--- src/rtl/trig_pueo_msg_scheduler.sv ---
// Builds one 32-bit link message per phase strobe from trigger, PPS, run command and FWU byte stream.
// Latency: message registered one clock after the phase; run pulses BASE_DLY+rundly_i clocks after their phase; FWU backpressures when full.
module trig_pueo_msg_scheduler #(
   parameter int NUM_LINKS = 2,
   parameter int FWU_DEPTH = 16,
   parameter int BASE_DLY  = 34
) (
   input  logic                          sysclk_i,
   input  logic                          sysclk_rst_i,
   input  logic                          sysclk_phase_i,
   input  logic                          sysclk_sync_i,
   input  logic                          pps_i,
   input  logic                          en_pps_i,
   input  logic [NUM_LINKS-1:0]          link_en_i,
   input  logic [3:0]                    rundly_i,
   input  logic [1:0]                    s_runcmd_tdata,
   input  logic                          s_runcmd_tvalid,
   output logic                          s_runcmd_tready,
   input  logic [31:0]                   s_fwu_tdata,
   input  logic                          s_fwu_tvalid,
   input  logic                          s_fwu_tlast,
   output logic                          s_fwu_tready,
   input  logic [14:0]                   s_trig_tdata,
   input  logic                          s_trig_tvalid,
   output logic                          s_trig_tready,
   output logic [32*NUM_LINKS-1:0]       command_o,
   output logic [$clog2(FWU_DEPTH):0]    fwu_count_o,
   output logic                          runrst_o,
   output logic                          runstop_o
);
   localparam int CW     = $clog2(FWU_DEPTH);
   localparam int SR_LEN = BASE_DLY + 15;

   logic [32:0]           fifo_mem [FWU_DEPTH];
   logic [CW-1:0]         wr_ptr_q, rd_ptr_q;
   logic [CW:0]           count_q, count_d;
   logic [1:0]            byte_idx_q;
   logic                  mark_pending_q, mark_buf_q;
   logic                  runcmd_pending_q;
   logic [1:0]            runcmd_q;
   logic                  pps_pending_q, pps_prev_q;
   logic [SR_LEN-1:0]     rst_sr_q, stop_sr_q;
   logic [32*NUM_LINKS-1:0] command_q;

   logic        push, pop, send_mark, send_byte, send_rc, send_pps, pps_cur, pps_rise;
   logic [32:0] head;
   logic [7:0]  head_byte;
   logic [1:0]  m1_type;
   logic [7:0]  m1_data;
   logic [31:0] msg;

   assign s_trig_tready   = sysclk_phase_i;
   assign s_runcmd_tready = ~runcmd_pending_q | sysclk_rst_i;
   // Depth is a power of two, so the count MSB alone flags a full FIFO.
   assign s_fwu_tready    = ~sysclk_rst_i & ~count_q[CW];
   assign fwu_count_o     = count_q;
   assign command_o       = command_q;

   assign push      = s_fwu_tvalid & s_fwu_tready;
   assign head      = fifo_mem[rd_ptr_q];
   assign send_mark = sysclk_phase_i & mark_pending_q;
   assign send_byte = sysclk_phase_i & ~mark_pending_q & (count_q != '0);
   assign pop       = send_byte & (byte_idx_q == 2'd3);
   assign send_rc   = sysclk_phase_i & sysclk_sync_i & runcmd_pending_q;
   assign send_pps  = sysclk_phase_i & pps_pending_q;
   assign pps_cur   = pps_i & en_pps_i;
   assign pps_rise  = pps_cur & ~pps_prev_q;

   always_comb begin
      head_byte = head[7:0];
      case (byte_idx_q)
         2'd1:    head_byte = head[15:8];
         2'd2:    head_byte = head[23:16];
         2'd3:    head_byte = head[31:24];
         default: head_byte = head[7:0];
      endcase
   end

   always_comb begin
      m1_type = 2'b00;
      m1_data = 8'h00;
      if (send_mark) begin
         m1_data = {6'b0, 1'b1, mark_buf_q};
      end else if (send_byte) begin
         m1_type = 2'b11;
         m1_data = head_byte;
      end
      msg = {~(send_rc | send_mark | send_byte | send_pps), send_pps, 2'b00,
             (send_rc ? runcmd_q : 2'b00), m1_type, m1_data, s_trig_tvalid, s_trig_tdata};
   end

   always_comb begin
      count_d = count_q;
      case ({push, pop})
         2'b10:   count_d = count_q + 1'b1;
         2'b01:   count_d = count_q - 1'b1;
         default: count_d = count_q;
      endcase
   end

   always_ff @(posedge sysclk_i) begin
      if (push) fifo_mem[wr_ptr_q] <= {s_fwu_tlast, s_fwu_tdata};
   end

   always_ff @(posedge sysclk_i) begin
      if (sysclk_rst_i) begin
         wr_ptr_q         <= '0;
         rd_ptr_q         <= '0;
         count_q          <= '0;
         byte_idx_q       <= 2'd0;
         mark_pending_q   <= 1'b0;
         mark_buf_q       <= 1'b0;
         runcmd_pending_q <= 1'b0;
         runcmd_q         <= 2'b00;
         pps_pending_q    <= 1'b0;
         pps_prev_q       <= 1'b0;
         rst_sr_q         <= '0;
         stop_sr_q        <= '0;
         command_q        <= {NUM_LINKS{32'h8000_0000}};
      end else begin
         count_q    <= count_d;
         pps_prev_q <= pps_cur;
         if (push) wr_ptr_q <= wr_ptr_q + 1'b1;
         if (send_byte) byte_idx_q <= byte_idx_q + 1'b1;
         if (pop) begin
            rd_ptr_q <= rd_ptr_q + 1'b1;
            if (head[32]) mark_pending_q <= 1'b1;
         end else if (send_mark) begin
            mark_pending_q <= 1'b0;
            mark_buf_q     <= ~mark_buf_q;
         end
         if (s_runcmd_tvalid && s_runcmd_tready && s_runcmd_tdata != 2'b00) begin
            runcmd_pending_q <= 1'b1;
            runcmd_q         <= s_runcmd_tdata;
         end else if (send_rc) begin
            runcmd_pending_q <= 1'b0;
         end
         // A new edge coinciding with a send re-arms for the next phase.
         if (pps_rise)      pps_pending_q <= 1'b1;
         else if (send_pps) pps_pending_q <= 1'b0;
         rst_sr_q  <= {rst_sr_q[SR_LEN-2:0],  send_rc & (runcmd_q == 2'd2)};
         stop_sr_q <= {stop_sr_q[SR_LEN-2:0], send_rc & (runcmd_q == 2'd3)};
         if (sysclk_phase_i) begin
            for (int n = 0; n < NUM_LINKS; n++)
               command_q[32*n +: 32] <= link_en_i[n] ? msg : 32'h8000_0000;
         end
      end
   end

   always_comb begin
      runrst_o  = 1'b0;
      runstop_o = 1'b0;
      for (int k = 0; k < SR_LEN; k++) begin
         if (k == BASE_DLY + int'(rundly_i) - 1) begin
            runrst_o  = rst_sr_q[k];
            runstop_o = stop_sr_q[k];
         end
      end
      if (sysclk_rst_i) begin
         runrst_o  = 1'b0;
         runstop_o = 1'b0;
      end
   end
endmodule

--- config.mk ---
export PLATFORM = sky130hd
export DESIGN_NAME = trig_pueo_msg_scheduler
export DESIGN_NICKNAME = d
export VERILOG_FILES = /design/src/rtl/trig_pueo_msg_scheduler.sv
export SDC_FILE = /design/constraint.sdc
export NUM_CORES = 1
export LEC_CHECK = 0
export ABC_CLOCK_PERIOD_IN_PS = 4300
export BUFFER_PORTS_ARGS = -buffer_cell sky130_fd_sc_hd__buf_2
export CORE_ASPECT_RATIO = 0.9
export CORE_MARGIN = 2
export CORE_UTILIZATION = 45
export DETAILED_ROUTE_END_ITERATION = 7
export PLACE_DENSITY = 0.69
export SLEW_MARGIN = 25
export SYNTH_ARGS = -nofsm -noshare
export SYNTH_HDL_FRONTEND = slang
export SYNTH_SLANG_ARGS = --single-unit
export TNS_END_PERCENT = 50
--- constraint.sdc ---
create_clock -name sysclk_i -period 4.3 [get_ports sysclk_i]
set_clock_uncertainty 0.15 [all_clocks]
set_input_delay 0.86 -clock sysclk_i [delete_from_list [all_inputs] [get_ports sysclk_i]]
set_output_delay 0.86 -clock sysclk_i [all_outputs]
set_load 0.05 [all_outputs]
Word level (Yosys, flattened, before mapping)
Memory sizes are Yosys's and may differ from the RTL's. A register that Yosys moved wholly into a read port is not among the register bits.
Index checks and enable logic that the tools add are counted.
Widths: inputs -> output; s select.

cells by class
  bitwise operators = 25
  $add $sub $neg = 7
  reduce and logical (&&, ||, !) cells = 11
  equal/unequal tests = 56
  multiplexer cells = 120

operators by type and width
  kind                 count
  $eq 7x8->1 const A   17
  $eq 6x8->1 const A   16
  $mux 1               109
  $eq 5x8->1 const A   8
  $mux 32              2
  $eq 4x8->1 const A   4
  $logic_not 32->1     1
  $pmux 8 s3           1
  $eq 3x8->1 const A   2
  $mux 8               2
  $and 1x1->1          13
  $eq 2x2->1 const B   5
  $pmux 5 s2           1
  $reduce_bool 2->1    5
  $add 4x1->4 const B  2
  $eq 2x8->1 const A   1
  $mux 4               2
  $not 1->1            8
  $sub 7x1->8 const B  1
  $add 6x4->7 const A  1
  $mux 2               3
  $add 5x1->5 const B  1
  $reduce_bool 5->1    1
  $sub 5x1->5 const B  1
  6 further kinds      12

storage, ports and cells
  bits of input ports = 65
  bits in registers = 184
  memories = 1
  output and inout port bits = 74
  bits in writable memories = 528

memories
  name      words  bits a word  read ports  clocked after Yosys merged registers in  wr ports  RTL line  RTL
  fifo_mem  16     33           1           1                                        1         34        logic [32:0] fifo_mem [FWU_DEPTH];

Depth between registers and ports, before layout
  depth after elaboration = 53
  mapped depth = 14
  gate-level depth less buffers = 12

Least setup slack after synthesis
Ideal clock, no wire load.

  path type = input -> register
  start point = input port sysclk_rst_i
  end point = memory fifo_mem[3][0] (enable)
  stages = 6
  buffers on the path = 2
  arrival = 4.653 ns
  setup time = 0.464 ns
  data required time = 3.686 ns
  slack = -0.968 ns
  cells stage by stage = clkbuf_1 > nor2_1 > and2_1 > clkbuf_1 > nand2_1 > nor3_1

on the way
  longest elaborated chain between the ends = 5

ends and longest elaborated chain
  item                          RTL line  RTL
  start: declaration            9         input logic sysclk_rst_i,
  $not 1->1                     55        assign s_fwu_tready = ~sysclk_rst_i & ~count_q[CW];
  $and 1x1->1                   55
  net s_fwu_tready              22        output logic s_fwu_tready,
  $and 1x1->1                   59        assign push = s_fwu_tvalid & s_fwu_tready;
  $mux 1                        102       if (push) fifo_mem[wr_ptr_q] <= {s_fwu_tlast, s_fwu_tdata};
  $mux 1 (implied by the code)  102
  end: declaration              34

The timed path passes the listed nets, and every way through them passes these cells.

==> key figures <==
Critical path
  • CP max stage cell: dfxtp_1
  • CP Cell Sequence: and2b_2 -> a22oi_1 -> a31oi_1 -> nand3_1 -> a2111oi_0 -> nor3_1
  • Crit. End Element: flip-flop
  • Crit path largest cell delay: between 0.8 and 0.9 ns
  • WP data required: roughly 4.6 ns
  • Startpoint types: flip-flop
  • Reg2reg path depth: 6
  • Crit path DAT: just under 4 ns
  • Crit Path Category: reg -> reg
  • Crit Path Max Fanout: 20

Pwr
  • P_leak: 10.0 nW
  • Worst VDD drop: approximately 0.43 mV
  • PwrDens: approximately 450 nW/um^2

Logic synthesis
  • Flops & latches, synth: 710
  • Mapped cell area: around 27000 um^2
  • Ys async rst share: 0
  • Post-synth EDFFs: between 500 and 600
  • Top_reg_cell synth: edfxtp_1
  • Synth top area cells: edfxtp_1, dfxtp_1, mux2i_1
  • Distinct cells, synth: 54
  • Top-count cell post-synth: edfxtp_1
  • Syn Inst Count: approximately 1700
  • Leading area contributor after synthesis: edfxtp_1
  • Syn. warnings: 0
  • Synth cell count leaders: edfxtp_1, mux2i_1, dfxtp_1
  • Syn Area/Cell: 15.9 um^2
  • Share of the synthesized area in the top cell type: 0.591
  • Post-synthesis sequential area ratio: 0.727

Layout
  • Register area: 19500 um^2
  • Layout cells sized above 1: 0.185
  • Multi-input gate area in the final layout: 6850 um^2
  • Final core utilization: 0.527
  • P&R area growth vs syn: 15.2%
  • Final #Nets: roughly 1900
  • FILL cells: 4687

Timing
  • FMAX: between 0.2 and 0.3 GHz
  • Unrepaired setup endpoints after global routing: no
  • Worst slew margin: 0.362
  • Worst Max-Slew Pin Slew: around 0.96 ns
  • Slew Limit Fails: 0
  • Final worst-path cycle share: 0.832
  • Fin Setup TNS: 0 ns
  • Final hold vios: 0
  • Final setup fails: 0
  • Min Tclk post-route: between 3 and 4 ns

Routing
  • WL/cell: ~23 um
  • Post-route ant nets: 0
  • Routed vias/inst: roughly 5.7
  • Residual DRC: 0
  • First drt pass iteration count: 6
  • WL final: a little over 60000 um
  • Vias: ~15000
  • 1st-iter DRT viols: 1490

Clocking
  • H-tree depth: 3
  • CTS Root Cell: clkbuf_16
  • Num CTS Buffers: slightly below 70
  • Number of setup buffers added after CTS: 0
  • Clk Latency, worst-skew pair: about 0.61 ns
  • Post-CTS Hold Buffers: 0
  • Clock sinks: 710
  • Clk pin slew, worst setup/hold paths: 0.06 ns
  • Cts repair resizes: 0
  • CTS tree: done
  • CTS Buffer Depth: 3

Hold path
  • Hold Path Depth: 1
  • Worst hold path type: reg -> reg

GRT
  • Largest net degree at the start of global routing: between 100 and 150
  • First-pass GRT wire length: between 90000 and 100000 um
  • Initial antenna violation count: 5
  • Vias in the first global route: between 10000 and 15000
  • GRT Residual Overflow: 0
  • GRT Total Usage: 0.202

Floorplan
  • Die Wd: ~260 um
  • Die height: 236 um
  • Ports: around 140
  • Core region area: just under 60000 um^2
  • Initial core utilization: 0.457
  • DIE AREA: between 60000 and 70000 um^2
  • Rows: 84

Place
  • IO Port Bufs: 134
  • Gpl congestion: 0.834
  • Hpwl dp: about 37000 um

Job
  • Max cap viols: 0

Status
  • Status: completed
final cells by class:
cell class / instances / share of cell area
Sequential cell: 710 / 0.631
Antenna cell: 2 / 0.000162
Multi-Input combinational cell: 853 / 0.222
Tap cell: 774 / 0.0314
Inverter: 14 / 0.00170
Timing Repair Buffer: 179 / 0.0416
Clock inverter: 29 / 0.00778
Clock buffer: 96 / 0.0642
layer usage:
| layer | track usage | wire length, um |
|---|---|---|
| met5 | 0 | 23 |
| met2 | 0.311 | 28600 |
| met1 | 0.281 | 26900 |
| met3 | 0.0528 | 4910 |
| met4 | 0.0625 | 1750 |
where the power goes:
group	leakage, nW	internal [mW]	total [mW]	switching, mW
sequential	6.23	7.41	7.43	0.0273
combinational	2.68	0.122	0.472	0.350
clock	1.09	3.42	5.94	2.52
total	10.0	10.9	13.8	2.90
final timing paths:
kind	startpoint	end	slack [ns]
worst min register to register	stop_sr_q[26]$_SDFF_PP0_	stop_sr_q[27]$_SDFF_PP0_	0.29
worst max-delay path	flip-flop	command_o[55]$_SDFFE_PP0P_	0.72
worst max register to register	flip-flop	command_o[55]$_SDFFE_PP0P_	0.72
worst min-delay path	stop_sr_q[26]$_SDFF_PP0_	stop_sr_q[27]$_SDFF_PP0_	0.29
logic make-up (layout without fill, tap and decap cells):
logic type | Yosys count | count (layout) | share of synthesized area
mux | 253 | 253 | 0.112
xor+xnor | 11 | 11 | 0.00359
other cells | 1 | 6 | 0.000140
fa+ha+maj | 14 | 14 | 0.00681
compound gates | 224 | 224 | 0.0603
flops | 710 | 710 | 0.727
buf+inv | 127 | 318 | 0.0237
simple gates | 347 | 347 | 0.0661
through the flow:
stage               instances  setup slack, ns  power, mW  instance area, um^2  hold slack, ns
finish                   2657            0.724       13.8                30900           0.286
global route             2656            0.523       14.3                30900           0.304
CTS                      2654            0.723       13.9                30900           0.289
detailed placement       2529            0.722       8.05                28600           0.274
global placement         2529            0.754       8.03                28600           0.256
floorplan                1690          -0.0856       7.84                26800           0.247
worst max-delay path, delay by kind of cell, from the launching register on:
kind / cells / cell delay (ns)
and+or+nand+nor: 3 / 1.21
DFF: 1 / 0.84
AOI/OAI and AO/OA: 3 / 1.24
state kept, by name (all words and copies together) (netlist names), 2 cells and up, named ones only:
signal,cells
command_o,58
runcmd_q,2
rd_ptr_q,4
rst_sr_q,49
fifo_mem,528
wr_ptr_q,4
stop_sr_q,49
fwu_count_o,5
byte_idx_q,2
placed cells by master, fill, tap and decap left out, types with 11 or more instances in the layout:
cell and count:
clkbuf_16 73, o21ai_0 13, mux4_2 37, clkbuf_1 16, a2111oi_0 12, nand3_1 67, nor2b_1 104, dfxtp_1 180
buf_2 133, buf_12 20, edfxtp_1 528, nand2_1 52, a21oi_1 36, nor3_1 15, nor2_1 55, clkinv_1 11
a2bb2oi_1 12, a22oi_1 112, nor2_4 13, buf_4 24, inv_1 13, ha_1 13, mux2i_1 209
Power figures use the tool's default switching activity.
